## src/rtl/control_unit.sv

```systemverilog
// Hardwired sequencer for the `system` datapath: two-byte fetch into IR, then one or two execute cycles.
// Define CU_BRANCH_EN to build BRA/BNE and the Z flag latch; otherwise ops D and E execute as NOP.
module control_unit (
    input  logic        clock,
    input  logic        reset_n,
    input  logic [15:0] IR_out,
    input  logic [3:0]  alu_flags,
    output logic [1:0]  outasel,
    output logic [1:0]  outbsel,
    output logic [1:0]  funsel_IR,
    output logic [1:0]  funsel_arf,
    output logic [1:0]  funsel_rf,
    output logic [3:0]  funsel_alu,
    output logic [3:0]  regsel_rf,
    output logic [3:0]  regsel_arf,
    output logic        wrMEM,
    output logic        csMEM,
    output logic        IR_enable,
    output logic        IR_lh,
    output logic [1:0]  MUXSelA,
    output logic [1:0]  MUXSelB,
    output logic        MUXSelC,
    output logic [2:0]  rf_o1sel,
    output logic [2:0]  rf_o2sel,
    output logic [3:0]  rf_tsel,
    output logic        halted
);

    typedef enum logic [2:0] {
        S_INIT, S_FETCH_L, S_FETCH_H, S_EX1, S_EX2, S_HALT
    } state_t;

    typedef enum logic [3:0] {
        OP_NOP, OP_LDI, OP_LD,  OP_ST,  OP_ADD, OP_SUB, OP_AND, OP_OR,
        OP_XOR, OP_NOT, OP_LSL, OP_LSR, OP_INC, OP_BRA, OP_BNE, OP_HLT
    } opcode_t;

    state_t     r_state;
    state_t     w_next_state;
    opcode_t    w_op;
    logic [1:0] w_rx;
    logic [1:0] w_rs;
    logic [3:0] w_rx_onehot;
    logic       w_is_alu;
    logic       w_take_branch;
    logic       w_unused_bits;

    assign w_op        = opcode_t'(IR_out[15:12]);
    assign w_rx        = IR_out[11:10];
    assign w_rs        = IR_out[9:8];
    assign w_rx_onehot = 4'b1000 >> w_rx;
    assign w_is_alu    = (IR_out[15:12] >= 4'h4) && (IR_out[15:12] <= 4'hB);

`ifdef CU_BRANCH_EN
    logic r_z;

    always_ff @(posedge clock or negedge reset_n) begin
        if (!reset_n)
            r_z <= 1'b0;
        else if (r_state == S_EX1 && w_is_alu)
            r_z <= alu_flags[3];
    end

    assign w_take_branch = (w_op == OP_BRA) || (w_op == OP_BNE && !r_z);
    assign w_unused_bits = ^{IR_out[7:0], alu_flags[2:0]};
`else
    assign w_take_branch = 1'b0;
    assign w_unused_bits = ^{IR_out[7:0], alu_flags};
`endif

    // NOTE: state registers use non-blocking assignments so every flop samples pre-edge values.
    always_ff @(posedge clock or negedge reset_n) begin
        if (!reset_n)
            r_state <= S_INIT;
        else
            r_state <= w_next_state;
    end

    always_comb begin
        // NOTE: every output gets a default first so no path through the case infers a latch.
        w_next_state = r_state;
        outasel      = 2'b00;
        outbsel      = 2'b00;
        funsel_IR    = 2'b00;
        funsel_arf   = 2'b00;
        funsel_rf    = 2'b00;
        funsel_alu   = 4'b0000;
        regsel_rf    = 4'b0000;
        regsel_arf   = 4'b0000;
        wrMEM        = 1'b0;
        csMEM        = 1'b1;
        IR_enable    = 1'b0;
        IR_lh        = 1'b0;
        MUXSelA      = 2'b00;
        MUXSelB      = 2'b00;
        MUXSelC      = 1'b0;
        rf_o1sel     = 3'b000;
        rf_o2sel     = 3'b000;
        rf_tsel      = 4'b0000;
        halted       = 1'b0;

        case (r_state)
            S_INIT: begin
                w_next_state = S_FETCH_L;
                regsel_arf   = 4'b1111;
                regsel_rf    = 4'b1111;
                rf_tsel      = 4'b1111;
                IR_enable    = 1'b1;
            end

            S_FETCH_L, S_FETCH_H: begin
                w_next_state = (r_state == S_FETCH_L) ? S_FETCH_H : S_EX1;
                outbsel      = 2'b11;
                csMEM        = 1'b0;
                IR_enable    = 1'b1;
                funsel_IR    = 2'b01;
                IR_lh        = (r_state == S_FETCH_H);
                regsel_arf   = 4'b0001;
                funsel_arf   = 2'b11;
            end

            S_EX1: begin
                if (w_op == OP_LD || w_op == OP_ST)
                    w_next_state = S_EX2;
                else if (w_op == OP_HLT)
                    w_next_state = S_HALT;
                else
                    w_next_state = S_FETCH_L;

                if (w_is_alu) begin
                    rf_o1sel  = {1'b1, w_rx};
                    rf_o2sel  = {1'b1, w_rs};
                    regsel_rf = w_rx_onehot;
                    funsel_rf = 2'b01;
                end

                case (w_op)
                    OP_LDI: begin
                        MUXSelA   = 2'b10;
                        regsel_rf = w_rx_onehot;
                        funsel_rf = 2'b01;
                    end
                    OP_LD, OP_ST: begin
                        MUXSelB    = 2'b10;
                        regsel_arf = 4'b1000;
                        funsel_arf = 2'b01;
                    end
                    OP_ADD: funsel_alu = 4'b0100;
                    OP_SUB: funsel_alu = 4'b0110;
                    OP_AND: funsel_alu = 4'b0111;
                    OP_OR:  funsel_alu = 4'b1000;
                    OP_XOR: funsel_alu = 4'b1010;
                    OP_NOT: funsel_alu = 4'b0010;
                    OP_LSL: funsel_alu = 4'b1011;
                    OP_LSR: funsel_alu = 4'b1100;
                    OP_INC: begin
                        regsel_rf = w_rx_onehot;
                        funsel_rf = 2'b11;
                    end
                    OP_BRA, OP_BNE: begin
                        if (w_take_branch) begin
                            MUXSelB    = 2'b10;
                            regsel_arf = 4'b0001;
                            funsel_arf = 2'b01;
                        end
                    end
                    default: ;
                endcase
            end

            S_EX2: begin
                w_next_state = S_FETCH_L;
                outbsel      = 2'b00;
                csMEM        = 1'b0;
                if (w_op == OP_ST) begin
                    rf_o1sel = {1'b1, w_rx};
                    wrMEM    = 1'b1;
                end else begin
                    MUXSelA   = 2'b01;
                    regsel_rf = w_rx_onehot;
                    funsel_rf = 2'b01;
                end
            end

            S_HALT: begin
                halted = 1'b1;
            end

            default: w_next_state = S_INIT;
        endcase
    end

endmodule

```

## config.mk

```make
export PLATFORM = sky130hd
export DESIGN_NAME = control_unit
export DESIGN_NICKNAME = d
export VERILOG_FILES = /design/src/rtl/control_unit.sv
export SDC_FILE = /design/constraint.sdc
export NUM_CORES = 1
export LEC_CHECK = 0
export CAP_MARGIN = 30
export CORE_MARGIN = 1
export CORE_UTILIZATION = 29
export DETAILED_ROUTE_END_ITERATION = 10
export PLACE_DENSITY = 0.89
export SLEW_MARGIN = 20
export SYNTH_ARGS = -nofsm -noshare
export SYNTH_HDL_FRONTEND = slang
export SYNTH_SLANG_ARGS = --single-unit
```

## constraint.sdc

```tcl
create_clock -name clock -period 2.1 [get_ports clock]
set_clock_uncertainty 0.15 [all_clocks]
set_input_delay 0.21 -clock clock [delete_from_list [all_inputs] [get_ports clock]]
set_output_delay 0.21 -clock clock [all_outputs]
set_load 0.03 [all_outputs]
```

### After elaboration in Yosys (flattened, before gate mapping)

Cells that the tools add are included.

* register bits after elaboration: 3
* input port bits: 22
* output and inout bits: 42
* logic and storage cells: 67

* magnitude comparators: 2
* equal/unequal tests: 18
* shift-type cells: 1
* multiplexer cells: 36
* reduce and logical (&&, ||, !) cells: 9

Operators by type and width (number)
* 4-bit case mux with 8 select lines: 1
* 4-bit == test, second input constant: 6
* 4-bit 2-to-1 mux: 6
* 4-bit case mux with 3 select lines: 2
* 3-bit 2-to-1 mux: 6
* 4-bit by 3-bit == test with 1-bit output, second input constant: 4
* 2-bit case mux with 2 select lines: 4
* 3-bit case mux with 4 select lines: 1
* 1-bit 2-to-1 mux: 11
* 4-bit by 2-bit == test with 1-bit output, second input constant: 2
* 2-bit 2-to-1 mux: 4
* 2-bit OR reduction: 4
* 3-bit by 2-bit == test with 1-bit output, second input constant: 2
* 3-bit == test, second input constant: 2
* 3-bit case mux with 2 select lines: 1
* 3-bit OR reduction: 2
* 4-bit by 1-bit == test with 1-bit output, second input constant: 1
* 4-bit by 3-bit >= comparator with 1-bit output, second input constant: 1
* 4-bit less-or-equal comparator, second input constant: 1
* 4-bit by 2-bit right shift with 4-bit output, first input constant: 1
* 3-bit by 1-bit == test with 1-bit output, second input constant: 1
* 3-bit zero test: 1
* 1-bit logical AND: 1
* 1-bit logical OR: 1

### Logic depth before layout (Yosys ltp)

Gate-level depths: netlist (run 1).

* depth in word-level cells: 5
* mapped depth: 8
* gate-level depth less buffers: 7

### Least setup slack after synthesis (run 1)

OpenSTA, ideal clock, no wires.

* path type: reg-to-output
* start: register r_state[1]
* end: output rf_o1sel[0]
* arrival: 2176 ps
* required time: 1740 ps
* slack: -436 ps
* cell stages (with the launch flop): 6
* buffers on the path: 1
* cell sequence: dfrtp_1 -> buf_6 -> nand2b_1 -> nor3_1 -> or2_1 -> and2_1

* cells in the longest elaborated chain, start to end: 2
* elaborated cells between the ends (all ways): 3
* classes of those cells: eq/ne (2); mux (1)

Ends and longest elaborated chain
* start, declared: RTL line 38 `state_t r_state;`
* start signal, assigned: RTL line 76 `r_state <= w_next_state;`
* 3-bit == test / 3-bit by 2-bit == test with 1-bit output (equally long branches): RTL line 102 `case (r_state)`
* 3-bit case mux with 2 select lines *: RTL line 102
* end, declared: RTL line 23 `output logic [2:0] rf_o1sel,`

Every way passes the cells marked *; elsewhere a longest branch is shown, timed or not.

### Worst setup path after layout (run 1)

* start: register r_state[1]
* end: output regsel_rf[1]

* cells in the longest elaborated chain, start to end: 2
* elaborated cells between the ends (all ways): 4
* classes of those cells: eq/ne (2); mux (1); reduce/logical (1)

Ends and longest elaborated chain
* 3-bit == test, or another cell as far along: RTL line 102
* 4-bit case mux with 3 select lines *: RTL line 102
* end, declared: RTL line 14 `output logic [3:0] regsel_rf,`

Marks and branches as above.

==> flow_summary.ini, run 1 <==
[sta]
setup_tns_ns = -0.02211
min_period_ns = 2.121
hold_viol = 0
drv_slew = 0
hold_ws_ns = 0.4060
fmax_mhz = 471.4
setup_viol = 2
rsz0062_at_grt = true
min_period_over_period_pct = 101.0
final.setup.worst_slack_ns = -0.02141

[global_route]
grt_use_met3_pct = 5.607
grt_max_degree = 12
gr-max-usage-layer = met2
track_usage_pct = 19.25
grtUsageMet1_pct = 17.64
antenna_found_initial = 0
met2_usage_pct = 36.30
grt_pass1_vias = 822
grt-ovfl-total = 0
grt_pass1_wl_mm = 3.553

[floorplan]
coreArea_um2 = 2022
rows = 16
fp.dieH_um = 49.14
floorplan.initialDensity_pct = 31.87
pin_count = 64
die_x_um = 49.14
dieArea_um2 = 2414

[finish]
top_regs = r_state (3)
antenna_cells = 0
multi_input_area_um2 = 495.5
syn2layout_area_growth_pct = 103.9
nNetsFinal = 180
largest_register = r_state
seq_area_um2 = 75.07
fill_cells = 172
drive_gt1_share_pct = 56.86
largest_register_ffs = 3

[yosys]
synthTopCellsByArea = buf_4, dfrtp_1, ha_1, buf_6, a21oi_1
netlist_top_cells_count = buf_4, nor2_1, inv_1
synth_top_flop_cell = dfrtp_1
synth_top_area_share_pct = 13.98
ys_types = 35
yosys.area.top_type = buf_4
seq_area_frac_synth_pct = 11.65
yosys.cell_count.top_type = buf_4
synthArstFlopShare_pct = 100.0
synth_edf_count = 0
syn-instance-count = 88
yosys_warnings = 0
syn_area_um2 = 644.4
ys_seq_elements = 3
avgSynthCellArea_um2 = 7.322

[clock_network]
clkTransAtPathRegs_ns = 0.04
htreeDepth = 1
numClockSinks = 3
insertion_delay_ns = 0.23
cts_buffers = 3
cts_buffer_depth = 2
cts_root_buf = clkbuf_4
cts_tree = done

[worst_setup_path]
crit_chain = and3b_2 > and3_4 > nor4_4 > inv_2 > a31o_4 > buf_6
path_max_fanout = 4
cp_slowest_cell = dfrtp_1
critPathLaunchType = flip-flop
worst-setup-path-type = reg -> out
slowest_delay_ns = 0.39
cp.arrival_ns = 1.76
cp.required_ns = 1.74
cp_top_family = simple AND/OR/NAND/NOR gates
worst-path-buf-inv = 2
critPathCaptureType = primary output

[place]
portBuffers = 46
place_hpwl_mm = 1.721
gp_congestion = 0.6758

[pwr]
power_switching_w = 0.00007179
switching_share_pct = 29.81
pwr-share-comb_pct = 34.3
p_int_w = 0.0001690
power_frac_clock_pct = 41.5
ir_drop_mv = 0.1824
seqPwrFrac_pct = 24.1
powerDensity_nw_per_um2 = 183.3
p_leak_nw = 0.7493

[route]
viasPerCell = 4.633
vias = 834
dr.pass1.iters = 3
wire_per_inst_um = 11.63
totalWireLength_mm = 2.093
drc_errors = 0
antenna_left = 0
drt-initial-drc-count = 5

[status]
status = finished with violations
violations = negative setup slack

[run]
drv_cap = 0

[min_path]
min-delay-path-class = in -> reg
kinds of logic after synthesis:
group,after synthesis,synth area share (%)
flip-flops,3,11.65
buffers and inverters,27,27.38
adder cells (fa/ha/maj),4,7.767
AO/OA/AOI/OAI,16,14.56
AND/OR/NAND/NOR,36,36.70
other,1,0.5820
XOR/XNOR,1,1.359
tightest hold or removal path, delay by kind of cell:
family / cells / cell delay (ns)
buf+inv: 1 / 0.30
compound gates: 2 / 0.23
repair_timing:
action                                  4_1_cts  5_1_grt
hold buffers                                  0        1
gates resized for setup                      53       18
gates cloned                                  0        0
hold endpoints to repair                      0        3
endpoints found under the setup margin       14       19
buffers inserted                              4        2
pin swaps                                     7        5
placed cells by master (no fill, tap or decap), drive strengths merged, types with 3 or more instances in the layout:
cell           synthesis  routed
buf                   16      57
dlygate4sd2            0      10
inv                    9       9
nor2                   8       8
nand2                  7       7
a21oi                  6       6
o21ai                  5       5
conb                   1       5
clkdlybuf4s50          0       5
ha                     4       4
clkbuf                 2       4
and3                   4       4
dfrtp                  3       3
nand3                  3       3
area by class of cell:
type	count	share of cell area, %
Sequential cell	3	5.714
Multi-Input combinational cell	62	37.71
Timing Repair Buffer	75	49.05
Clock buffer	4	2.000
Tap cell	27	2.571
Inverter	9	2.952
layer usage:
layer	share of wire [%]	up-vias
met1	34	380
li1	-	405
met5	0	-
met2	56	41
met3	6.1	8
met4	4.1	0
power groups by stage:
stage | registers, W | logic [W] | clock network, W
finish | 0.0000582 | 0.0000826 | 0.000100
global placement | 0.0000589 | 0.0000723 | 0
detailed placement | 0.0000589 | 0.0000755 | 0
global route | 0.0000581 | 0.0000892 | 0.000119
CTS | 0.0000581 | 0.0000804 | 0.000108
floorplan | 0.0000589 | 0.0000435 | 0
per-stage QoR:
step | worst slack [ns] | cells | util, % | total power, W | cell area, um2
after floorplan | -0.07835 | 92 | - | 0.0001024 | 708.2
after global placement | -0.6772 | 169 | 57.98 | 0.0001312 | 1172
after detailed placement | -0.7249 | 169 | 57.98 | 0.0001343 | 1172
after CTS | -0.05758 | 177 | 61.32 | 0.0002465 | 1240
after global routing | -0.1219 | 180 | 64.98 | 0.0002667 | 1314
final | -0.02141 | 180 | 64.98 | 0.0002408 | 1314
final timing paths:
check	start	end	slack [ns]	cells past startpoint
setup / recovery	r_state[1]	regsel_rf[1]	-0.02	6
hold / removal	IR_out[12]	r_state[2]	0.41	3
setup reg to reg	r_state[2]	r_state[2]	0.85	4
hold reg to reg	r_state[2]	r_state[1]	0.46	2
max in group asynchronous	reset_n	r_state[0]	1.11	2
min in group asynchronous	reset_n	r_state[2]	0.54	2
(Power assumes the default switching activity.)
==> run 2: changes to the inputs <==
--- a/config.mk
+++ b/config.mk
@@ -14,3 +14,4 @@
 export SYNTH_ARGS = -nofsm -noshare
 export SYNTH_HDL_FRONTEND = slang
 export SYNTH_SLANG_ARGS = --single-unit
+export TNS_END_PERCENT = 100
==> results of run 2 <==
No change in the layout: final DEF, timing and power equal those of run 1.
